`src/rtl/ifetch_unit_pkg.sv`:
```
// ifetch_unit_pkg
//   Shared constants and helpers for the instruction fetch unit.
//   INST_NOP            : instruction presented when no fetched word is valid
//   DEFAULT_RESET_ADDR  : default first fetch address after reset
//   fetch_entry_t       : one prefetch FIFO entry, {address, instruction}
package ifetch_unit_pkg;

  localparam logic [31:0] INST_NOP           = 32'h0000_0013;
  localparam logic [31:0] DEFAULT_RESET_ADDR = 32'h0000_0000;
  localparam int unsigned ENTRY_W            = 64;

  typedef struct packed {
    logic [31:0] addr;
    logic [31:0] inst;
  } fetch_entry_t;

  // Instruction fetches are always word aligned.
  function automatic logic [31:0] word_align(input logic [31:0] a);
    return {a[31:2], 2'b00};
  endfunction

  // Next sequential word address; wraps modulo 2^32.
  function automatic logic [31:0] next_word(input logic [31:0] a);
    return a + 32'd4;
  endfunction

endpackage

```
`src/rtl/ifetch_unit_inst_fifo.sv`:
```
// inst_fifo
//   Small synchronous FIFO holding prefetched {addr, inst} entries.
//   The head entry is read combinationally so the fetch unit can present it
//   to IF/ID in the same cycle it becomes valid.
// Ports
//   clk        : clock, rising edge
//   rst        : asynchronous active-low reset
//   flush      : empty the FIFO (overrides push and pop)
//   push       : write push_data at the tail
//   push_data  : entry to write
//   pop        : remove the head entry (ignored when empty)
//   head_data  : current head entry (meaningful only when count != 0)
//   count      : number of valid entries, 0..DEPTH
module inst_fifo
  import ifetch_unit_pkg::*;
#(
  parameter int unsigned DEPTH = 2,
  localparam int unsigned PTR_W = $clog2(DEPTH),
  localparam int unsigned CNT_W = PTR_W + 1
) (
  input  logic               clk,
  input  logic               rst,
  input  logic               flush,
  input  logic               push,
  input  logic [ENTRY_W-1:0] push_data,
  input  logic               pop,
  output logic [ENTRY_W-1:0] head_data,
  output logic [CNT_W-1:0]   count
);

  logic [ENTRY_W-1:0] mem [DEPTH];
  logic [PTR_W-1:0]   wr_ptr_reg, wr_ptr_next;
  logic [PTR_W-1:0]   rd_ptr_reg, rd_ptr_next;
  logic [CNT_W-1:0]   count_reg, count_next;
  logic               wr_en;
  logic               rd_en;

  assign wr_en = push && !flush;
  assign rd_en = pop && !flush && (count_reg != '0);

  always_comb begin
    wr_ptr_next = wr_ptr_reg;
    rd_ptr_next = rd_ptr_reg;
    count_next  = count_reg;
    if (flush) begin
      wr_ptr_next = '0;
      rd_ptr_next = '0;
      count_next  = '0;
    end else begin
      // DEPTH is a power of two, so pointers wrap naturally.
      if (wr_en) wr_ptr_next = wr_ptr_reg + PTR_W'(1);
      if (rd_en) rd_ptr_next = rd_ptr_reg + PTR_W'(1);
      count_next = count_reg + CNT_W'(wr_en) - CNT_W'(rd_en);
    end
  end

  always_ff @(posedge clk or negedge rst) begin
    if (!rst) begin
      wr_ptr_reg <= '0;
      rd_ptr_reg <= '0;
      count_reg  <= '0;
    end else begin
      wr_ptr_reg <= wr_ptr_next;
      rd_ptr_reg <= rd_ptr_next;
      count_reg  <= count_next;
    end
  end

  // Data storage carries no reset; only entries covered by count are read.
  always_ff @(posedge clk) begin
    if (wr_en) mem[wr_ptr_reg] <= push_data;
  end

  assign head_data = mem[rd_ptr_reg];
  assign count     = count_reg;

  // The fetch unit's credit scheme must never push into a full FIFO
  // unless the head leaves in the same cycle.
  assert property (@(posedge clk) disable iff (!rst)
                   !(wr_en && !rd_en && (count_reg == CNT_W'(DEPTH))));

endmodule

```
`src/rtl/ifetch_unit.sv`:
```
// ifetch_unit
//   Instruction fetch unit. Owns the PC, issues in-order word requests to
//   instruction memory (req/gnt, in-order rvalid responses), buffers the
//   returned words in a prefetch FIFO and presents the FIFO head to IF/ID.
//   A taken jump flushes the FIFO, reloads the PC and discards every word
//   still in flight.
// Ports
//   clk, rst        : clock; asynchronous active-low reset
//   jump_en_i       : taken redirect from execute
//   jump_addr_i     : redirect target (low two bits ignored)
//   hold_i          : downstream stall, head must not be consumed
//   imem_req_o      : fetch request valid
//   imem_addr_o     : fetch word address
//   imem_gnt_i      : request accepted this cycle
//   imem_rvalid_i   : response valid (in request order)
//   imem_rdata_i    : response instruction word
//   inst_o          : head instruction, INST_NOP when not valid
//   inst_addr_o     : head address, 0 when not valid
//   inst_valid_o    : head valid
module ifetch_unit
  import ifetch_unit_pkg::*;
#(
  parameter logic [31:0] RESET_ADDR = DEFAULT_RESET_ADDR,
  parameter int unsigned FIFO_DEPTH = 2
) (
  input  logic        clk,
  input  logic        rst,
  input  logic        jump_en_i,
  input  logic [31:0] jump_addr_i,
  input  logic        hold_i,
  output logic        imem_req_o,
  output logic [31:0] imem_addr_o,
  input  logic        imem_gnt_i,
  input  logic        imem_rvalid_i,
  input  logic [31:0] imem_rdata_i,
  output logic [31:0] inst_o,
  output logic [31:0] inst_addr_o,
  output logic        inst_valid_o
);

  localparam int unsigned CNT_W = $clog2(FIFO_DEPTH) + 1;

  logic [31:0]      fetch_pc_reg, fetch_pc_next;
  logic [31:0]      resp_pc_reg, resp_pc_next;
  logic [CNT_W-1:0] outstanding_reg, outstanding_next;
  logic [CNT_W-1:0] drop_cnt_reg, drop_cnt_next;

  logic [CNT_W-1:0]   fifo_count;
  logic [ENTRY_W-1:0] fifo_head_raw;
  fetch_entry_t       head_entry;
  fetch_entry_t       push_entry;
  logic               push;
  logic               pop;
  logic               issue;
  logic               dropping;
  logic [CNT_W:0]     credit_used;
  logic [31:0]        jump_target;

  assign jump_target = word_align(jump_addr_i);
  assign dropping    = imem_rvalid_i && (drop_cnt_reg != '0);

  // A jump discards the same-cycle response and pre-empts any pop.
  assign push = imem_rvalid_i && (drop_cnt_reg == '0) && !jump_en_i;
  assign pop  = inst_valid_o && !hold_i && !jump_en_i;

  // Slots committed = buffered words + words in flight. The entry leaving
  // this cycle is credited back immediately so a zero-wait memory sustains
  // one instruction per cycle with only two slots; the total can still never
  // exceed FIFO_DEPTH after the edge, so the FIFO cannot overflow.
  assign credit_used = {1'b0, fifo_count} + {1'b0, outstanding_reg} - (CNT_W+1)'(pop);

  // Gating with rst keeps the request low while reset is held.
  assign imem_req_o  = rst && !jump_en_i && (credit_used < (CNT_W+1)'(FIFO_DEPTH));
  assign imem_addr_o = fetch_pc_reg;
  assign issue       = imem_req_o && imem_gnt_i;

  always_comb begin
    fetch_pc_next    = fetch_pc_reg;
    resp_pc_next     = resp_pc_reg;
    outstanding_next = outstanding_reg + CNT_W'(issue) - CNT_W'(imem_rvalid_i);
    drop_cnt_next    = drop_cnt_reg;
    if (jump_en_i) begin
      fetch_pc_next = jump_target;
      resp_pc_next  = jump_target;
      // Everything still in flight after this cycle belongs to the old path.
      drop_cnt_next = outstanding_reg - CNT_W'(imem_rvalid_i);
    end else begin
      if (issue)    fetch_pc_next = next_word(fetch_pc_reg);
      if (push)     resp_pc_next  = next_word(resp_pc_reg);
      if (dropping) drop_cnt_next = drop_cnt_reg - CNT_W'(1);
    end
  end

  always_ff @(posedge clk or negedge rst) begin
    if (!rst) begin
      fetch_pc_reg    <= RESET_ADDR;
      resp_pc_reg     <= RESET_ADDR;
      outstanding_reg <= '0;
      drop_cnt_reg    <= '0;
    end else begin
      fetch_pc_reg    <= fetch_pc_next;
      resp_pc_reg     <= resp_pc_next;
      outstanding_reg <= outstanding_next;
      drop_cnt_reg    <= drop_cnt_next;
    end
  end

  assign push_entry = '{addr: resp_pc_reg, inst: imem_rdata_i};

  inst_fifo #(
    .DEPTH(FIFO_DEPTH)
  ) u_inst_fifo (
    .clk      (clk),
    .rst      (rst),
    .flush    (jump_en_i),
    .push     (push),
    .push_data(push_entry),
    .pop      (pop),
    .head_data(fifo_head_raw),
    .count    (fifo_count)
  );

  assign head_entry   = fetch_entry_t'(fifo_head_raw);
  assign inst_valid_o = (fifo_count != '0);
  assign inst_o       = inst_valid_o ? head_entry.inst : INST_NOP;
  assign inst_addr_o  = inst_valid_o ? head_entry.addr : 32'h0;

endmodule

```
`config.mk`:
```
export PLATFORM = sky130hd
export DESIGN_NAME = ifetch_unit
export DESIGN_NICKNAME = d
export VERILOG_FILES = /design/src/rtl/ifetch_unit_pkg.sv /design/src/rtl/ifetch_unit_inst_fifo.sv /design/src/rtl/ifetch_unit.sv
export SDC_FILE = /design/constraint.sdc
export NUM_CORES = 1
export LEC_CHECK = 0
export BUFFER_PORTS_ARGS = -buffer_cell sky130_fd_sc_hd__buf_2
export CAP_MARGIN = 40
export CORE_ASPECT_RATIO = 1.1
export CORE_UTILIZATION = 55
export CTS_BUF_LIST = sky130_fd_sc_hd__clkbuf_4 sky130_fd_sc_hd__clkbuf_8 sky130_fd_sc_hd__clkbuf_16
export DETAILED_ROUTE_END_ITERATION = 8
export GPL_TIMING_DRIVEN = 0
export PLACE_DENSITY = 0.8
export SLEW_MARGIN = 20
export SYNTH_ARGS = -nofsm -noshare
export SYNTH_HDL_FRONTEND = slang
export SYNTH_SLANG_ARGS = --single-unit
```
`constraint.sdc`:
```
create_clock -name clk -period 7.8 [get_ports clk]
set_input_delay 0.39 -clock clk [delete_from_list [all_inputs] [get_ports clk]]
set_output_delay 0.39 -clock clk [all_outputs]
set_load 0.05 [all_outputs]
```
==> impl_metrics.py <==
metrics = {
    "outcome": {
        "status": "complete, no violations",
    },
    "power": {
        "p_sw_uw": 1151,
        "clkPwrFrac": 0.270,
        "p_sw_frac": 0.3680,
        "p_int_uw": 1977,
        "p_comb_frac": 0.319,
        "seqPwrFrac": 0.411,
        "power_density_mw_per_mm2": 301.8,
        "leakage_uw": 0.004075,
        "irDropWorstVdd_mv": 0.1666,
    },
    "routing": {
        "route.vias.total": 6212,
        "ant_nets": 0,
        "vias_per_cell": 5.632,
        "route.detailed.drc": 0,
        "wl_mm": 19.44,
        "wl_per_cell_um": 17.62,
        "first_pass_iters": 6,
        "drtIter0Drc": 503,
    },
    "timing": {
        "drv_slew": 0,
        "period_needed_ns": 4.343,
        "period_share": 0.5568,
        "rsz0062_at_grt": "false",
        "setup_viol": 0,
        "clock_skew_ns": 0.006552,
        "fin_ws_ns": 3.457,
        "tightest_slew_ns": 0.7754,
        "finalHoldViolations": 0,
        "max_clock_freq_mhz": 230.2,
        "relSlewSlack": 0.4830,
    },
    "clock_network": {
        "path_clk_slew_ns": 0.06,
        "postCtsHoldBufs": 1,
        "numCtsBuffers": 17,
        "clockBufferDepth": 2,
        "htreeDepth": 4,
        "clk_latency_ns": 0.42,
        "cts_resized": 0,
        "cts_setup_buffers": 0,
        "cts-root-buf": "clkbuf_16",
        "cts_tree": "built",
        "numClockSinks": 192,
    },
    "worst_hold_path": {
        "hp-start": "imem_rdata_i[28]",
        "min_path_type": "primary input to register",
    },
    "final_layout": {
        "area_growth_pct": 20.69,
        "antenna_cells": 0,
        "filler_cell_count": 1151,
        "seqCellArea_mm2": 0.005425,
        "drive_gt1_frac": 0.2470,
        "layoutNonFillerInstCount": 1103,
        "largest_reg_flops": 124,
        "final_nets": 975,
        "multi_input_area_mm2": 0.002939,
    },
    "placed_design": {
        "io_buffers": 161,
        "post-dp-hpwl_mm": 13.98,
        "gp_congestion": 0.9051,
        "dp_cells": 1069,
        "place_ws_ns": 3.031,
    },
    "critical_path": {
        "arrival_ns": 4.69,
        "cp.required_ns": 8.15,
        "startpoint": "jump_en_i",
        "slowest_stage": "buf_1",
        "cp-end-kind": "register",
        "startpoint_type": "primary input",
        "cp_max_fo": 10,
        "worstSetupPathType": "primary input to register",
        "r2r_start": "u_inst_fifo.count[1]",
        "cp_slowest_stage_delay_ns": 0.53,
        "worstPathCellList": "buf_2, clkbuf_1, buf_1, nor3_1, ha_1, nand2b_1, fa_1, xnor2_1, nor2_1, inv_1, clkbuf_1, buf_1, ha_1, inv_1, ha_1, xnor2_1, xnor2_1",
    },
    "global_route": {
        "gr-total-overflow": 0,
        "grt_usage": 0.2546,
        "antenna_found_initial": 1,
        "grt_pass1_vias": 6072,
        "grt_pass1_wl_mm": 31.06,
        "grt_max_degree": 53,
    },
    "floorplanning": {
        "fp.dieH_um": 133.1,
        "die_w_um": 121.1,
        "row_count": 47,
        "dieArea_mm2": 0.01612,
        "core_mm2": 0.01517,
        "ios": 168,
        "initial_core_util": 0.5660,
    },
    "job": {
        "max_cap_viol_count": 0,
    },
    "synthesis": {
        "ys_seq_area_frac": 0.6318,
        "synth_edf_count": 124,
        "synthArstFlopShare": 0.3542,
        "syn-cell-area_mm2": 0.008587,
        "syn_inst": 700,
        "synth_flop_cell": "edfxtp_1",
        "yosys_warnings": 0,
        "synth-seq-cells": 192,
        "synth_cell_type_count": 52,
        "avgSynthCellArea_um2": 12.27,
    },
}
[synthesized netlist by cell type (11+ instances only)]
cell type	instances	area, µm²
clkbuf_1	21	78.83
nand2_1	67	251.5
inv_1	19	71.32
nor2_1	83	311.6
nor3_1	17	85.08
mux2i_1	64	640.6
o21ai_0	34	170.2
nand3_1	23	115.1
o311ai_0	12	105.1
xnor2_1	30	262.8
edfxtp_1	124	3724
o211ai_1	11	82.58
dfrtp_1	68	1702
nand4_1	14	87.58
[routing by layer]
layer	part of all wire	GRT usage
met4	0.024	0.1029
met5	0	0
met3	0.070	0.05302
met1	0.43	0.3447
met2	0.47	0.4022
[power groups by stage]
stage	sequential [µW]	clock, µW	combinational, µW
after floorplan	1370	0	666
after global placement	1310	0	968
after detailed placement	1300	0	998
after CTS	1280	855	1000
after global routing	1300	895	1070
final	1280	845	998
[worst max-delay path: cells and delay by family]
family	cells	cell delay, ns
xor gates and xnor gates	3	0.48
adders and majority gates	4	1.15
buffers and inverters	7	2.22
and+or+nand+nor	3	0.43
[through the flow]
stage | instance area (µm²) | hold WS, ns | setup TNS [ns] | utilization | total power [µW]
floorplan | 8598 | 0.09441 | 0 | - | 2034
global placement | 9649 | 0.4950 | -27.11 | 0.6360 | 2277
detailed placement | 9767 | 0.3878 | 0 | 0.6437 | 2299
CTS | 10360 | 0.1364 | 0 | 0.6826 | 3142
global route | 10360 | 0.1286 | 0 | 0.6831 | 3266
finish | 10360 | 0.1499 | 0 | 0.6831 | 3128
[worst paths after layout]
kind,endpoint,slack [ns],cells past startpoint
worst max-delay path,outstanding_reg[1],3.46,17
worst min-delay path,u_inst_fifo.mem[0][28],0.15,1
worst max register to register,outstanding_reg[1],3.76,15
worst min register to register,u_inst_fifo.mem[1][54],0.51,0
max in group asynchronous,resp_pc_reg[7],6.77,3
min in group asynchronous,imem_addr_o[24],0.47,2
[cell usage in the layout (no fill, tap or decap), types with 4 or more instances in the layout]
cell type / count
nand4_1: 14
inv_1: 19
edfxtp_1: 124
clkbuf_1: 21
buf_6: 4
xor2_1: 10
nand2_1: 67
o211ai_1: 11
buf_2: 161
or4_1: 5
xnor2_1: 30
o21ai_0: 34
dfrtp_1: 68
a21oi_1: 9
o21ai_1: 10
nand3_1: 23
and3_1: 8
o311ai_0: 12
a31oi_1: 6
ha_1: 10
nor3_1: 16
clkbuf_16: 17
clkbuf_4: 5
buf_4: 11
buf_1: 8
conb_1: 4
mux2i_1: 64
mux2_2: 4
nor2_1: 83
[area by class of cell]
type	count	area share
plain buffers	36	0.01606
clock buffers	24	0.04733
clock inverters	8	0.008572
inverters	20	0.007244
multi-input cells	455	0.2836
flip-flops and latches	192	0.5235
well taps	196	0.02366
repair buffers	172	0.09006
[cells by family (layout without fill, tap and decap cells)]
group / after synthesis / count (layout) / share of synthesized area
AND/OR/NAND/NOR: 242 / 242 / 0.1365
flip-flops: 192 / 192 / 0.6318
AO/OA/AOI/OAI: 89 / 89 / 0.06382
multiplexers: 69 / 69 / 0.08160
buffers and inverters: 56 / 260 / 0.02812
XOR/XNOR: 40 / 40 / 0.04080
adder cells (fa/ha/maj): 11 / 11 / 0.01690
other: 1 / 4 / 0.0004367
No activity file was read; power rests on OpenSTA's default activity.
